`config.mk`:
```
export PLATFORM = sky130hd
export DESIGN_NAME = apb_cfg_initiator
export DESIGN_NICKNAME = d
export VERILOG_FILES = /design/src/rtl/apb_cfg_initiator.sv
export SDC_FILE = /design/constraint.sdc
export NUM_CORES = 1
export LEC_CHECK = 0
export ABC_AREA = 0
export BUFFER_PORTS_ARGS = -buffer_cell sky130_fd_sc_hd__buf_4
export CORE_MARGIN = 4
export CORE_UTILIZATION = 45
export DETAILED_ROUTE_END_ITERATION = 12
export PLACE_DENSITY = 0.62
export SYNTH_ARGS = -nofsm -noshare
export SYNTH_HDL_FRONTEND = slang
export SYNTH_SLANG_ARGS = --single-unit
```
`constraint.sdc`:
```
create_clock -name clk -period 2.36 [get_ports clk]
set_clock_uncertainty 0.15 [all_clocks]
set_input_delay 0.236 -clock clk [delete_from_list [all_inputs] [get_ports clk]]
set_output_delay 0.236 -clock clk [all_outputs]
set_load 0.05 [all_outputs]
```
`src/rtl/apb_cfg_initiator.sv`:
```
// APB requester that turns a buffered command stream into SETUP/ACCESS transfers, one response per command.
// Optional `APB_TIMEOUT_EN` abandons an ACCESS phase after TIMEOUT_CYCLES wait cycles and reports an error.
module apb_cfg_initiator #(
  parameter int ADDR_W         = 12,
  parameter int DATA_W         = 32,
  parameter int FIFO_DEPTH     = 4,
  parameter int TIMEOUT_CYCLES = 64
) (
  input  logic              clk,
  input  logic              reset,
  input  logic              cmd_valid,
  output logic              cmd_ready,
  input  logic              cmd_write,
  input  logic [ADDR_W-1:0] cmd_addr,
  input  logic [DATA_W-1:0] cmd_wdata,
  output logic              rsp_valid,
  output logic [DATA_W-1:0] rsp_rdata,
  output logic              rsp_err,
  output logic              busy,
  output logic [ADDR_W-1:0] paddr,
  output logic              psel,
  output logic              penable,
  output logic              pwrite,
  output logic [DATA_W-1:0] pwdata,
  input  logic [DATA_W-1:0] prdata,
  input  logic              pready,
  input  logic              pslverr
);

  localparam int AW = $clog2(FIFO_DEPTH);

  typedef struct packed {
    logic              wr;
    logic [ADDR_W-1:0] addr;
    logic [DATA_W-1:0] wdata;
  } cmd_t;

  typedef enum logic [1:0] {IDLE, SETUP, ACCESS} state_t;

  state_t            state_q, state_d;
  cmd_t              mem_q [FIFO_DEPTH];
  cmd_t              mem_d [FIFO_DEPTH];
  logic [AW:0]       wr_ptr_q, wr_ptr_d, rd_ptr_q, rd_ptr_d;
  logic [ADDR_W-1:0] paddr_q, paddr_d;
  logic              pwrite_q, pwrite_d;
  logic [DATA_W-1:0] pwdata_q, pwdata_d;
  logic              rsp_valid_q, rsp_valid_d;
  logic [DATA_W-1:0] rsp_rdata_q, rsp_rdata_d;
  logic              rsp_err_q, rsp_err_d;
  logic              full, empty, push, pop;
  cmd_t              head;

`ifdef APB_TIMEOUT_EN
  localparam int TW = $clog2(TIMEOUT_CYCLES + 1);
  logic [TW-1:0] tmo_q, tmo_d;
`endif

  assign full  = (wr_ptr_q[AW-1:0] == rd_ptr_q[AW-1:0]) && (wr_ptr_q[AW] != rd_ptr_q[AW]);
  assign empty = (wr_ptr_q == rd_ptr_q);
  // Ready is occupancy-only: a full FIFO refuses even when a pop frees a slot this cycle.
  assign push  = cmd_valid && !full;
  assign head  = mem_q[rd_ptr_q[AW-1:0]];

  always_comb begin
    state_d     = state_q;
    mem_d       = mem_q;
    wr_ptr_d    = wr_ptr_q;
    rd_ptr_d    = rd_ptr_q;
    paddr_d     = paddr_q;
    pwrite_d    = pwrite_q;
    pwdata_d    = pwdata_q;
    rsp_valid_d = 1'b0;
    rsp_rdata_d = rsp_rdata_q;
    rsp_err_d   = rsp_err_q;
    pop         = 1'b0;
`ifdef APB_TIMEOUT_EN
    tmo_d       = '0;
`endif

    case (state_q)
      IDLE: begin
        if (!empty) begin
          pop     = 1'b1;
          state_d = SETUP;
        end
      end
      SETUP: state_d = ACCESS;
      ACCESS: begin
        if (pready) begin
          rsp_valid_d = 1'b1;
          rsp_rdata_d = pwrite_q ? '0 : prdata;
          rsp_err_d   = pslverr;
          if (!empty) begin
            pop     = 1'b1;
            state_d = SETUP;
          end else begin
            state_d = IDLE;
          end
        end
`ifdef APB_TIMEOUT_EN
        // Abandoning goes through IDLE so psel visibly drops before the next transfer.
        else if (tmo_q == TW'(TIMEOUT_CYCLES)) begin
          rsp_valid_d = 1'b1;
          rsp_rdata_d = '0;
          rsp_err_d   = 1'b1;
          state_d     = IDLE;
        end else begin
          tmo_d = tmo_q + 1'b1;
        end
`endif
      end
      default: state_d = IDLE;
    endcase

    if (pop) begin
      paddr_d  = head.addr;
      pwrite_d = head.wr;
      pwdata_d = head.wr ? head.wdata : '0;
      rd_ptr_d = rd_ptr_q + 1'b1;
    end

    if (push) begin
      mem_d[wr_ptr_q[AW-1:0]] = '{wr: cmd_write, addr: cmd_addr, wdata: cmd_wdata};
      wr_ptr_d = wr_ptr_q + 1'b1;
    end
  end

  always_ff @(posedge clk) begin
    if (reset) begin
      state_q     <= IDLE;
      wr_ptr_q    <= '0;
      rd_ptr_q    <= '0;
      paddr_q     <= '0;
      pwrite_q    <= 1'b0;
      pwdata_q    <= '0;
      rsp_valid_q <= 1'b0;
      rsp_rdata_q <= '0;
      rsp_err_q   <= 1'b0;
      for (int i = 0; i < FIFO_DEPTH; i++) mem_q[i] <= '0;
`ifdef APB_TIMEOUT_EN
      tmo_q       <= '0;
`endif
    end else begin
      state_q     <= state_d;
      wr_ptr_q    <= wr_ptr_d;
      rd_ptr_q    <= rd_ptr_d;
      paddr_q     <= paddr_d;
      pwrite_q    <= pwrite_d;
      pwdata_q    <= pwdata_d;
      rsp_valid_q <= rsp_valid_d;
      rsp_rdata_q <= rsp_rdata_d;
      rsp_err_q   <= rsp_err_d;
      for (int i = 0; i < FIFO_DEPTH; i++) mem_q[i] <= mem_d[i];
`ifdef APB_TIMEOUT_EN
      tmo_q       <= tmo_d;
`endif
    end
  end

  assign cmd_ready = !full;
  assign psel      = (state_q != IDLE);
  assign penable   = (state_q == ACCESS);
  assign paddr     = paddr_q;
  assign pwrite    = pwrite_q;
  assign pwdata    = pwdata_q;
  assign rsp_valid = rsp_valid_q;
  assign rsp_rdata = rsp_rdata_q;
  assign rsp_err   = rsp_err_q;
  assign busy      = !empty || (state_q != IDLE) || rsp_valid_q;

endmodule

```
==> results.sh <==
export IMPL_status="finished clean"
export IMPL_via_count=9133
export IMPL_rrSetupSlack_ns=0.18
export IMPL_holdCritStartpoint="mem_q[124]"
export IMPL_min_path_type="reg2reg"
export IMPL_die_area_sq_mm=0.0290
export IMPL_crit_fanout=6
export IMPL_wire_per_inst_microns=17.7
export IMPL_criticalPathCategory="reg2out"
export IMPL_grt_pass1_vias=9131
export IMPL_tritoncts="done"
export IMPL_fill_cells=2216
export IMPL_synth_edff_count=0
export IMPL_ys_seq_area_share_pct=45.2
export IMPL_powerDensity_mw_per_mm2=865
export IMPL_startpoint="wr_ptr_q[1]"
export IMPL_crit_path_end_kind="output pin"
export IMPL_area_growth_syn_to_layout_pct=29.4
export IMPL_track_usage_pct=20.2
export IMPL_antenna_found_initial=0
export IMPL_ant_nets=0
export IMPL_tightest_slew_ns=0.522
export IMPL_grt_overflow=0
export IMPL_worst_slack_ns=0.0874
export IMPL_whs_endpoint="mem_q[124]"
export IMPL_synth_top_family_by_area="multiplexers"
export IMPL_firstDrtPassIters=5
export IMPL_synth_xor_area_share_pct=0.508
export IMPL_ys_ff_latch=267
export IMPL_rr_worst_depth=5
export IMPL_drt_first_iter_violations=474
export IMPL_clock_sinks=267
export IMPL_rr_startpoint="state_q[1]"
export IMPL_tns_ns=0
export IMPL_chipHeight_microns=170
export IMPL_pre_cts_ws_ns=0.277
export IMPL_worstPathArrival_ns=1.89
export IMPL_clock_fmax_mhz=440
export IMPL_rsz0062_at_grt="no"
export IMPL_synth_area_sq_mm=0.0118
export IMPL_nNetsFinal=1429
export IMPL_cts_buffers=29
export IMPL_clockBufferDepth=3
export IMPL_leakagePower_nw=6.68
export IMPL_rr_endpoint="rsp_err"
export IMPL_yosys_most_used_dff="dfxtp_1"
export IMPL_synth_fa_ha_area_share_pct=0.529
export IMPL_total_power_mw=13.2
export IMPL_drc=0
export IMPL_min_period_ns=2.27
export IMPL_most_common_layout_cells="dfxtp_1 (262), nand2_1 (257), mux2i_1 (196), buf_4 (194), dlygate4sd3_1 (83)"
export IMPL_critPathLaunchType="register"
export IMPL_initial_utilization_pct=45.5
export IMPL_dpl_hpwl_microns=18500
export IMPL_hold_violations=0
export IMPL_grt_pass1_wl_microns=48500
export IMPL_cp_required_ns=1.97
export IMPL_routed_wl_microns=29900
export IMPL_die_w_microns=170
export IMPL_clkLatencyLatePin_ns=0.54
export IMPL_synth_simple_area_share_pct=15.4
export IMPL_fin_util_pct=58.9
export IMPL_post_route_period_util_pct=96.3
export IMPL_gp_routability_congestion=0.764
export IMPL_h_tree_depth=1
export IMPL_viasPerCell=5.39
export IMPL_insertedDiodeCount=0
export IMPL_whs_path_depth=2
export IMPL_root_buffer="clkbuf_16"
export IMPL_path_clk_slew_ns=0.06
export IMPL_max_slew_margin_rel_pct=65.2
export IMPL_avgSynthCellArea_sq_um=10.6
export IMPL_numPortBuffers=164
export IMPL_grt_max_degree=52
export IMPL_cap_violations=0
export IMPL_coreArea_sq_mm=0.0260
export IMPL_ios=165
export IMPL_maxSlewViolCount=0
export IMPL_async_flop_share_pct=0
export IMPL_synth_compound_area_share_pct=7.97
export IMPL_peakVddDrop_mv=0.548
export IMPL_layout_cells_most_common="dfxtp_1"
export IMPL_ys_types=40
export IMPL_yosysWarnings=0
export IMPL_drive_above_1_share_pct=24.0
export IMPL_synth_nets=1206
export IMPL_rows=59
export IMPL_yosys_mux_area_fraction_pct=25.7
export IMPL_setup_violations=0
export IMPL_netlist_instances=1119
==> power breakdown <==
| group | internal, mW | switching [mW] |
|---|---|---|
| clock network | 2.41 | 1.74 |
| logic | 1.65 | 2.34 |
| registers | 4.84 | 0.259 |
==> what timing repair did <==
item | CTS | global route
endpoints found under the hold margin | 217 | 0
cloned | 1 | 0
buffers inserted | 1 | 0
setup endpoints to repair | 2 | 2
hold buffers | 83 | 0
gates resized for setup | 4 | 4
pin swaps | 0 | 0
==> metrics by stage <==
stage / instance area, sq um / cells / hold slack [ns]
2_1_floorplan: 11800 / 1119 / 0.212
3_3_place_gp: 13600 / 1561 / 0.287
3_5_place_dp: 13600 / 1561 / 0.295
4_1_cts: 15300 / 1694 / 0.283
5_1_grt: 15300 / 1694 / 0.310
6_report: 15300 / 1694 / 0.302
==> state kept, by name, summed over array words and instances (netlist names) <==
name,cells
pwrite,1
paddr,12
rsp_valid,1
mem_q,180
pwdata,32
wr_ptr_q,3
rsp_err,1
rd_ptr_q,3
state_q,2
rsp_rdata,32
==> routing by layer <==
metal | track usage (%) | wire (microns) | vias up
met1 | 28.0 | 13900 | 4440
met3 | 2.88 | 1300 | 45
met4 | 5.42 | 758 | 0
met5 | 0 | 0 | -
li1 | - | - | 4452
met2 | 33.3 | 13900 | 196
==> worst max path at each step <==
stage | to | depth (start not counted)
3_3_place_gp | mem_q[115] | 5
6_report | busy | 4
4_1_cts | busy | 4
5_1_grt | cmd_ready | 5
3_5_place_dp | mem_q[127] | 5
2_1_floorplan | rsp_rdata[10] | 5
==> cell type report <==
class                      instances  area (sq um)  share of cell area [%]
multi-input combinational        746          6030                    39.4
clock inverter                     2          13.8                  0.0899
sequential                       267          5360                    35.0
inverter                           4          20.0                   0.131
tap                              335           419                    2.74
timing repair buffer             294          2630                    17.2
clock buffer                      46           840                    5.48
==> synth_stat cells, types with 4 or more instances <==
cell,count,area (sq um)
a22o_1,32,280
buf_2,10,50.1
buf_4,18,135
clkbuf_1,67,251
dfxtp_1,267,5350
ha_1,5,62.6
inv_1,4,15.0
mux2i_1,196,1960
mux4_1,10,263
mux4_2,35,788
nand2_1,257,965
nand4_1,33,206
nor2_1,9,33.8
nor2b_1,37,231
o211ai_1,14,105
o211ai_2,19,238
o21ai_0,32,160
o31a_1,4,35.0
or4b_1,32,320
==> logic make-up (layout without fill, tap and decap cells) <==
logic type                 count (synthesis)  count (layout)
xor gates and xnor gates                   6               6
DFF                                      267             267
muxes                                    244             244
AOI/OAI and AO/OA                        112             112
and+or+nand+nor                          379             379
adders and majority gates                  5               5
buffers and inverters                    106             346
==> worst max-delay path, cell delays in order (launching register included) <==
cell and delay, ns:
dfxtp_1 0.49, xor2_1 0.20, nor3_2 0.36, nand2_1 0.10
buf_4 0.21
(Power assumes the default switching activity.)
